--- config.mk ---
export PLATFORM = sky130hd
export DESIGN_NAME = fetch_unit
export DESIGN_NICKNAME = d
export VERILOG_FILES = /design/src/rtl/fetch_unit_pkg.sv /design/src/rtl/fetch_unit.sv
export SDC_FILE = /design/constraint.sdc
export NUM_CORES = 1
export LEC_CHECK = 0
export BUFFER_PORTS_ARGS = -buffer_cell sky130_fd_sc_hd__buf_2
export CORE_UTILIZATION = 46
export CTS_CLUSTER_DIAMETER = 150
export CTS_CLUSTER_SIZE = 28
export DETAILED_ROUTE_END_ITERATION = 10
export GPL_TIMING_DRIVEN = 0
export MAX_ROUTING_LAYER = met4
export PLACE_DENSITY = 0.76
export SYNTH_ARGS = -nofsm -noshare
export SYNTH_HDL_FRONTEND = slang
export SYNTH_SLANG_ARGS = --single-unit
export TNS_END_PERCENT = 10
--- constraint.sdc ---
create_clock -name clk -period 1.6 [get_ports clk]
set_input_delay 0.16 -clock clk [delete_from_list [all_inputs] [get_ports clk]]
set_output_delay 0.16 -clock clk [all_outputs]
set_load 0.03 [all_outputs]
--- src/rtl/fetch_unit_pkg.sv ---
// Shared processor package: fetch sequencer state encoding, the default halt
// instruction word and a saturating counter helper.
package fetch_unit_pkg;

    // Fetch sequencer states
    typedef enum logic [2:0] {
        ST_IDLE   = 3'd0,
        ST_FETCH  = 3'd1,
        ST_ISSUE  = 3'd2,
        ST_EXEC   = 3'd3,
        ST_HALTED = 3'd4
    } fetch_state_e;

    // Instruction word that stops the sequencer; it is never issued to the core
    localparam logic [15:0] HALT_INSTR_DEFAULT = 16'hFFFF;

    // Ceiling of the retired-instruction counter
    localparam logic [15:0] RETIRED_MAX = 16'hFFFF;

    // Increment that sticks at the ceiling instead of wrapping
    function automatic logic [15:0] sat_inc16(input logic [15:0] value);
        logic [15:0] result;
        if (value == RETIRED_MAX) begin
            result = value;
        end else begin
            result = value + 16'd1;
        end
        return result;
    endfunction

endpackage

--- src/rtl/fetch_unit.sv ---
// Instruction fetch sequencer: reads one instruction word from instruction
// memory, hands it to the core with a single-cycle run strobe, waits for the
// core to retire it, then advances the PC. A halt instruction word or a halt
// request parks the sequencer until the next start.
import fetch_unit_pkg::*;

module fetch_unit #(
    parameter int              PC_W       = 8,
    parameter logic [15:0]     HALT_INSTR = HALT_INSTR_DEFAULT,
    parameter logic [PC_W-1:0] RESET_PC   = {PC_W{1'b0}}
) (
    input  logic            clk,
    input  logic            reset,
    input  logic            start,
    input  logic            halt_req,
    input  logic [15:0]     mem_rdata,
    input  logic            mem_valid,
    input  logic            core_done,
    output logic            mem_req,
    output logic [PC_W-1:0] mem_addr,
    output logic [15:0]     d_instr,
    output logic            run,
    output logic [PC_W-1:0] pc,
    output logic            busy,
    output logic            halted,
    output logic [15:0]     retired
);

    localparam logic [PC_W-1:0] PC_ONE = {{(PC_W-1){1'b0}}, 1'b1};

    fetch_state_e    state_r;
    logic            halt_pend_r;
    logic [PC_W-1:0] pc_r;
    logic [15:0]     d_instr_r;
    logic            run_r;
    logic            mem_req_r;
    logic            busy_r;
    logic            halted_r;
    logic [15:0]     retired_r;

    // Sequencer FSM; every output is a register updated alongside the state
    always_ff @(posedge clk or posedge reset) begin
        if (reset) begin
            state_r     <= ST_IDLE;
            halt_pend_r <= 1'b0;
            pc_r        <= RESET_PC;
            d_instr_r   <= 16'h0000;
            run_r       <= 1'b0;
            mem_req_r   <= 1'b0;
            busy_r      <= 1'b0;
            halted_r    <= 1'b0;
            retired_r   <= 16'h0000;
        end else begin
            case (state_r)
                ST_IDLE, ST_HALTED: begin
                    // halt_req is deliberately ignored while parked
                    if (start) begin
                        state_r     <= ST_FETCH;
                        mem_req_r   <= 1'b1;
                        busy_r      <= 1'b1;
                        halted_r    <= 1'b0;
                        halt_pend_r <= 1'b0;
                    end
                end

                ST_FETCH: begin
                    if (halt_req) begin
                        halt_pend_r <= 1'b1;
                    end
                    if (mem_valid) begin
                        mem_req_r <= 1'b0;
                        if (mem_rdata == HALT_INSTR) begin
                            // Halt word: keep pc and the last issued instruction
                            state_r  <= ST_HALTED;
                            busy_r   <= 1'b0;
                            halted_r <= 1'b1;
                        end else begin
                            state_r   <= ST_ISSUE;
                            d_instr_r <= mem_rdata;
                            run_r     <= 1'b1;
                        end
                    end
                end

                ST_ISSUE: begin
                    // run was raised on entry; it lasts exactly this one cycle
                    if (halt_req) begin
                        halt_pend_r <= 1'b1;
                    end
                    run_r   <= 1'b0;
                    state_r <= ST_EXEC;
                end

                ST_EXEC: begin
                    if (core_done) begin
                        pc_r      <= pc_r + PC_ONE;
                        retired_r <= sat_inc16(retired_r);
                        // A halt_req coinciding with core_done still counts as pending
                        if (halt_pend_r || halt_req) begin
                            state_r     <= ST_IDLE;
                            busy_r      <= 1'b0;
                            halt_pend_r <= 1'b0;
                        end else begin
                            state_r   <= ST_FETCH;
                            mem_req_r <= 1'b1;
                        end
                    end else if (halt_req) begin
                        halt_pend_r <= 1'b1;
                    end
                end

                default: begin
                    state_r     <= ST_IDLE;
                    halt_pend_r <= 1'b0;
                    run_r       <= 1'b0;
                    mem_req_r   <= 1'b0;
                    busy_r      <= 1'b0;
                    halted_r    <= 1'b0;
                end
            endcase
        end
    end

    assign mem_req  = mem_req_r;
    assign mem_addr = pc_r;
    assign d_instr  = d_instr_r;
    assign run      = run_r;
    assign pc       = pc_r;
    assign busy     = busy_r;
    assign halted   = halted_r;
    assign retired  = retired_r;

endmodule

==> results of run 1 <==
[state kept, by name, indices dropped and copies added, names as in the netlist]
name and flops:
mem_addr 8, halted 1, mem_req 1, run 1
retired 16, d_instr 16, halt_pend_r 1, busy 1
state_r 3
[timing repair]
action | 4_1_cts | 5_1_grt
endpoints found under the setup margin | 13 | 15
resized for setup | 4 | 6
pin swaps | 3 | 1
hold buffers | 1 | 0
setup buffers | 2 | 2
endpoints found under the hold margin | 18 | 0
[path summary, 6_finish.rpt]
check	from	to	slack, ns	cells past startpoint
max in group asynchronous	reset	retired[10]$_DFFE_PP0P_	0.68	4
min	mem_rdata[15]	d_instr[15]$_DFFE_PP0P_	0.1	2
max reg2reg	state_r[2]$_DFFE_PP0P_	retired[9]$_DFFE_PP0P_	-0.02	5
min in group asynchronous	reset	d_instr[10]$_DFFE_PP0P_	0.42	3
max	state_r[2]$_DFFE_PP0P_	retired[9]$_DFFE_PP0P_	-0.02	5
min reg2reg	d_instr[14]$_DFFE_PP0P_	d_instr[14]$_DFFE_PP0P_	0.49	1
[cell usage after synthesis (all sizes together)]
| library cell | number |
|---|---|
| nor2 | 5 |
| nand3 | 7 |
| nor2b | 2 |
| and4b | 1 |
| nand4b | 1 |
| xor2 | 15 |
| a31o | 1 |
| a21oi | 7 |
| o2111ai | 1 |
| nor4 | 7 |
| ha | 2 |
| nand4 | 11 |
| buf | 11 |
| o21ai | 8 |
| nand3b | 2 |
| clkbuf | 3 |
| nand2 | 16 |
| a2bb2oi | 1 |
| dfrtp | 48 |
| o211a | 1 |
| nand2b | 2 |
| a2111oi | 1 |
| or2 | 1 |
| mux2 | 18 |
| a21o | 1 |
| inv | 2 |
| or3 | 2 |
| and4 | 2 |
| o31ai | 1 |
| a31oi | 4 |
| xnor2 | 5 |
| and3 | 1 |
| nor3b | 1 |
| nor3 | 5 |
[per-layer routing]
metal	part of all wire, %	up-vias	wire, um
met5	0	-	0
met4	2.0	0	97
met3	5.3	11	260
met2	48	61	2339
met1	45	878	2170
li1	-	880	-
[worst max-delay path, stage by stage (launching register included)]
cell and delay, ns:
dfrtp_1 0.41, and4b_2 0.33, buf_4 0.12, nand3_2 0.18
nor4_1 0.33, xor2_1 0.17
[area by class of cell]
type	instances	area, um^2
buffer	14	105.1
timing repair buffer	79	425.4
tap	67	83.83
sequential	48	1214
clock buffer	6	72.57
clock inverter	2	60.06
multi-input combinational	132	1056
fill	403	1762
inverter	2	7.507
[kinds of logic (layout without fill, tap and decap cells)]
group,count (synthesis),count (layout)
simple gates,66,66
flops,48,48
compound gates,26,26
xor+xnor,20,20
mux,18,18
buf+inv,16,103
fa+ha+maj,2,2
[through the flow]
stage	cell area (um^2)	utilization, %
4_1_cts	2985	62.38
3_5_place_dp	2810	58.72
6_report	3024	63.19
3_3_place_gp	2790	58.30
5_1_grt	3024	63.19
2_1_floorplan	2341	-
[power breakdown]
part | switching [mW] | internal, mW
sequential | 0.338 | 1.63
clock | 0.388 | 0.624
combinational | 1.51 | 0.871
==> impl_metrics.ini, run 1 <==
[outcome]
status = finished with violations
failed_checks = negative setup slack

[power_and_ir_drop]
peakVddDrop_mv = 0.7551
leakagePower_nw = 1.515
power_mw = 5.359
power_density_nw_per_um2 = 1772

[logic_synthesis]
synth_top_family_by_area = simple AND/OR/NAND/NOR gates
synth_mux_area_share_pct = 8.710
syn-instance-count = 196
syn-cell-area_um2 = 2327
yosys.area_share.simple_pct = 19.52
ys_seq_area_share_pct = 51.61
synth_top_area_share_pct = 51.61
synth-xor-area-share_pct = 7.527
synth_compound_area_share_pct = 6.882
yosysUniqueCellTypes = 44
synth_warnings = 0
yosys-top-cells-area = dfrtp_1 (52%), mux2_1 (5.8%), xor2_1 (5.6%), buf_4 (2.9%), mux2_2 (2.9%)
syn_nets = 220
syn_area_per_cell_um2 = 11.87
yosysTopAreaCell = dfrtp_1
synthAdderAreaFrac_pct = 1.075
synth-seq-cells = 48

[finish]
fin_cells = 350
finalNetCount = 306
mostFrequentLayoutCell = buf_2
area_delta_synth_final_pct = 29.95
final_cell_mix = buf_2 (73), dfrtp_1 (38), nand2_1 (15), xor2_1 (15)
n_antenna_cell = 0
drive_gt1_share_pct = 45.94

[global_routing]
met3_usage_pct = 4.282
grt_busiest_layer = met2
first_global_vias = 1791
grt_start_max_net_pins = 31
gr-total-overflow = 0
grt_first_pass_wirelength_um = 8135
grt_usage_pct = 20.46
grtUsageMet1_pct = 24.73
grt_use_met2_pct = 33.54
antenna_found_initial = 0

[worst_setup_path]
startpoint_type = flip-flop
endpoint_kind = flip-flop
cp_max_fo = 7
cp.arrival_ns = 1.84
worstSetupPathType = flip-flop to flip-flop
required_ns = 1.82

[clocking]
clk_pin_slew_worst_paths_ns = 0.09
cts_inserted_buffers = 5
clockBufferDepth = 2
tritoncts = yes
clock_latency_ns = 0.30
clock-sinks = 48
cts-root-buf = clkbuf_8
htree_levels = 2

[placed_design]
dp_slack_ns = -0.1441
dp.final_hpwl_um = 3560
portBuffers = 73
routabilityCongestion = 0.8532
dp.cells = 337

[timing]
finalMaxSlewViolations = 0
hold_viol_final = 0
fin_tns_setup_ns = -0.02127
setup_ws_ns = -0.02127
clock.fmax_mhz = 616.8
rsz0062_at_grt = yes
max_slew.worst_pin.slew_ns = 0.4188
max_slew_margin_pct = 72.04
final.period_utilization_pct = 101.3
timing.final.crit_period_ns = 1.621
setup_viol = 1
skew_ns = 0.01354
holdWs_ns = 0.09525

[detailed_routing]
dr.pass1.iters = 4
vias_per_cell = 5.229
detail_route.wl_per_cell_um = 13.91
drc = 0
final_antenna_net_count = 0
routed_wl_um = 4868
via_count = 1830
drt-initial-drc-count = 68

[job]
cap_violations = 0

[floorplan]
ios = 74
rows = 25
dieArea_um2 = 5348
start_util_pct = 48.63
core_um2 = 4786
die_w_um = 73.13
fp.dieH_um = 73.13

[worst_hold_path]
hold_class = primary input to flip-flop
(Power assumes the default switching activity.)
==> inputs of run 2 (changes only) <==
CORE_UTILIZATION = 38   (was 46)
PLACE_DENSITY = not set   (was 0.76)
==> impl_metrics.ini, run 2 (same netlist as run 1, synthesis figures left out) <==
[finish]
ff_latch_area_um2 = 1214
fin_util_pct = 53.09
final_cell_mix = buf_2 (73), dfrtp_1 (38), buf_4 (20)
num-fill-cells = 542
area_delta_synth_final_pct = 35.05
mostFrequentLayoutCell = buf_2
multi_input_area_um2 = 1119
n_antenna_cell = 0
drive_gt1_share_pct = 49.14
finalNetCount = 314

[placed_design]
portBuffers = 73
dp_slack_ns = -0.1397
routabilityCongestion = 0.7538
dp.final_hpwl_um = 3428

[timing]
hold_viol_final = 0
fin_tns_setup_ns = 0
max_slew_margin_pct = 73.08
max_slew.worst_pin.slew_ns = 0.4033
finalMaxSlewViolations = 0
final.period_utilization_pct = 98.18
setup_viol = 0
timing.final.crit_period_ns = 1.571
clock.fmax_mhz = 636.6
rsz0062_at_grt = yes
skew_ns = 0.005422
setup_ws_ns = 0.02908

[worst_setup_path]
reg2reg_setup_slack_ns = 0.03
startpoint_type = flip-flop
cp.arrival_ns = 1.80
required_ns = 1.83
cp_max_fo = 6
critPathLaunch = retired[9]$_DFFE_PP0P_
worstSetupPathType = flip-flop to flip-flop
endpoint_kind = flip-flop
reg2reg_from = retired[9]$_DFFE_PP0P_

[clocking]
clk_pin_slew_worst_paths_ns = 0.10
clock-sinks = 48
cts-root-buf = clkbuf_8
htree_levels = 2
clock_latency_ns = 0.31
cts_inserted_buffers = 5
clockBufferDepth = 2
tritoncts = yes

[global_routing]
antenna_found_initial = 0
grt_start_max_net_pins = 42
grt_first_pass_wirelength_um = 7941
first_global_vias = 1644
grt_usage_pct = 16.56
gr-total-overflow = 0

[outcome]
status = finished, final reports clean

[detailed_routing]
vias_per_cell = 5.000
drt-initial-drc-count = 89
via_count = 1830
routed_wl_um = 4976
drc = 0
final_antenna_net_count = 0
detail_route.wl_per_cell_um = 13.60
dr.pass1.iters = 4

[power_and_ir_drop]
p_seq_share_pct = 35.9
internal_power_mw = 3.074
p_comb_share_pct = 47.0
clkPwrFrac_pct = 17.1
switching_power_mw = 2.332
power_mw = 5.406
swShare_pct = 43.14
peakVddDrop_mv = 0.8808
power_density_nw_per_um2 = 1720
leakagePower_nw = 1.571

[worst_hold_path]
hold_class = primary input to flip-flop
worstHoldStart = mem_rdata[4]

[floorplan]
ios = 74
start_util_pct = 39.31
rows = 28
core_um2 = 5921
fp.dieH_um = 80.26
die_w_um = 80.26
dieArea_um2 = 6441

[job]
cap_violations = 0
==> run 2: final timing paths <==
kind	cells after the start	end
max	5	retired[14]$_DFFE_PP0P_
min	2	d_instr[4]$_DFFE_PP0P_
max reg2reg	5	retired[14]$_DFFE_PP0P_
min reg2reg	1	d_instr[3]$_DFFE_PP0P_
max in group asynchronous	4	retired[2]$_DFFE_PP0P_
min in group asynchronous	3	d_instr[3]$_DFFE_PP0P_
==> run 2: final cells by class <==
| class | count | share of cell area [%] |
|---|---|---|
| multi-input cells | 132 | 35.59 |
| plain buffers | 14 | 3.463 |
| inverters | 2 | 0.2389 |
| clock inverters | 3 | 1.473 |
| well taps | 75 | 2.986 |
| clock buffers | 5 | 2.189 |
| repair buffers | 87 | 15.45 |
| flip-flops and latches | 48 | 38.61 |
==> run 2: power by group through the flow <==
| stage | Combinational, mW | Sequential (mW) | Clock (mW) |
|---|---|---|---|
| after global placement | 2.30 | 1.97 | 0 |
| after global routing | 2.75 | 2.00 | 0.999 |
| after floorplan | 0.964 | 2.67 | 0 |
| after detailed placement | 2.32 | 1.98 | 0 |
| after CTS | 2.35 | 1.97 | 0.941 |
| final | 2.54 | 1.94 | 0.922 |
==> run 2: per-layer routing <==
layer | GRT usage, % | vias up | share of wire, %
met1 | 20.36 | 880 | 47
met5 | - | - | 0
met4 | 4.821 | 0 | 0.64
met3 | 3.750 | 2 | 4.4
met2 | 27.26 | 52 | 48
li1 | - | 896 | -
==> run 2: per-stage QoR <==
step	cell area, um^2	cells	hold slack [ns]
2_1_floorplan	2341	196	0.2947
3_3_place_gp	2800	344	0.3972
3_5_place_dp	2820	345	0.08068
4_1_cts	2978	356	0.07388
5_1_grt	3143	366	0.06670
6_report	3143	366	0.08367
==> run 2: what timing repair did <==
item                       CTS  global route
setup buffers                2            10
pin swaps                    3             6
hold buffers                 1             0
setup endpoints to repair   13            14
hold endpoints to repair     7             0
resized for setup            4            16
==> run 2: worst max-delay path, cell delays in order (launching register included) <==
cell     delay, ns
dfrtp_1       0.48
nand4_1       0.15
or2_1         0.26
buf_6         0.15
nor4_2        0.30
xor2_1        0.16
==> inputs of run 3 (changes only) <==
clock period = 1.9 ns   (was 1.6 ns; I/O delays follow)
==> impl_metrics.ini, run 3 (same netlist as run 1, synthesis figures left out) <==
[finish]
final_cell_mix = buf_2 (73), dfrtp_1 (48), nand2_1 (15), xor2_1 (15), mux2_1 (12)
finalNetCount = 304
mostFrequentLayoutCell = buf_2
n_antenna_cell = 0
drive_gt1_share_pct = 40.57
fin_util_pct = 49.96
design_area_um2 = 2958
area_delta_synth_final_pct = 27.10

[worst_setup_path]
startpoint_type = flip-flop
cp_max_fo = 7
required_ns = 2.08
worstSetupPathType = flip-flop to flip-flop
cp.arrival_ns = 1.98
endpoint_kind = flip-flop

[placed_design]
dp.final_hpwl_um = 3455
routabilityCongestion = 0.7611
portBuffers = 73
place_area_um2 = 2806

[global_routing]
gr-total-overflow = 0
grt_usage_pct = 16.52
antenna_found_initial = 0
grt_first_pass_wirelength_um = 7955
first_global_vias = 1664
grt_start_max_net_pins = 38

[clocking]
cts_inserted_buffers = 5
clock_latency_ns = 0.30
clock-sinks = 48
clockBufferDepth = 2
tritoncts = yes
clk_pin_slew_worst_paths_ns = 0.09
htree_levels = 2
cts-root-buf = clkbuf_8

[power_and_ir_drop]
power_density_nw_per_um2 = 1467
leakagePower_nw = 1.500
peakVddDrop_mv = 0.8360

[detailed_routing]
vias_per_cell = 5.006
final_antenna_net_count = 0
dr.pass1.iters = 6
drt-initial-drc-count = 38
routed_wl_um = 4736
detail_route.wl_per_cell_um = 13.30
via_count = 1782
drc = 0

[timing]
skew_ns = 0.005426
rsz0062_at_grt = no
timing.final.crit_period_ns = 1.796
finalMaxSlewViolations = 0
hold_viol_final = 0
max_slew.worst_pin.slew_ns = 0.5521
setup_viol = 0
final.period_utilization_pct = 94.50
clock.fmax_mhz = 556.9
max_slew_margin_pct = 62.91

[floorplan]
rows = 28
fp.dieH_um = 80.26
core_um2 = 5921
ios = 74
die_w_um = 80.26
dieArea_um2 = 6441
start_util_pct = 39.31

[outcome]
status = finished, final reports clean

[job]
cap_violations = 0

[worst_hold_path]
hold_class = primary input to flip-flop
-- run 3: cell types whose count changed in the layout (fill, tap and decap cells not counted), moves of 2 or more --
cell,change
buf_4,-9
dfrtp_1,+10
dfrtp_2,-10
nor3_1,+3
nor3_2,-3
nor4_4,-2
-- run 3: worst paths after layout --
kind	startpoint	endpoint	slack, ns	cells past startpoint
max	retired[0]$_DFFE_PP0P_	retired[1]$_DFFE_PP0P_	0.10	5
min	mem_rdata[14]	d_instr[14]$_DFFE_PP0P_	0.12	2
max reg2reg	retired[0]$_DFFE_PP0P_	retired[1]$_DFFE_PP0P_	0.10	5
min reg2reg	d_instr[5]$_DFFE_PP0P_	d_instr[5]$_DFFE_PP0P_	0.48	1
max in group asynchronous	reset	state_r[2]$_DFFE_PP0P_	1.05	4
min in group asynchronous	reset	retired[14]$_DFFE_PP0P_	0.37	3
-- run 3: per-layer routing --
| metal | GRT usage (%) | vias to the layer above | wire length [um] |
|---|---|---|---|
| met2 | 25.81 | 51 | 2228 |
| li1 | - | 871 | - |
| met4 | 4.821 | 0 | 29 |
| met3 | 3.750 | 4 | 190 |
| met1 | 21.50 | 856 | 2288 |
| met5 | - | - | 0 |
-- run 3: cell type report --
type                       count  area, um^2
sequential                    48        1201
fill                         550        2963
inverter                       2       7.507
clock buffer                   6       72.57
buffer                        14       101.3
timing repair buffer          77       410.4
multi-input combinational    132        1036
clock inverter                 2       35.03
tap                           75       93.84
-- run 3: per-stage QoR --
step                      std cells  TNS, ns  hold WS (ns)  total power, mW  setup WS, ns
final                           356        0        0.1177            4.338        0.1045
after global routing            356        0        0.1200            4.614       0.03283
after CTS                       354        0        0.1076            4.359       0.01664
after detailed placement        345        0        0.1515            3.610       0.05018
after global placement          344   -5.079        0.4263            3.578       -0.1077
after floorplan                 196        0        0.3247            3.046       0.07460
-- run 3: where the power goes --
part / internal [mW] / switching (mW) / total (mW)
Combinational: 0.708 / 1.25 / 1.96
Clock: 0.391 / 0.339 / 0.730
Sequential: 1.36 / 0.290 / 1.65
-- run 3: critical path, cell delays in order (launching register included) --
cell and delay, ns:
dfrtp_1 0.48, ha_4 0.22, nand4_1 0.16, nor4_4 0.37, nor2b_1 0.13, mux2_1 0.32
-- run 3: repair_timing --
action | CTS | global route
endpoints found under the setup margin | 0 | 2
hold buffers | 1 | 0
setup buffers | 0 | 2
endpoints found under the hold margin | 11 | 0
gates resized for setup | 0 | 4
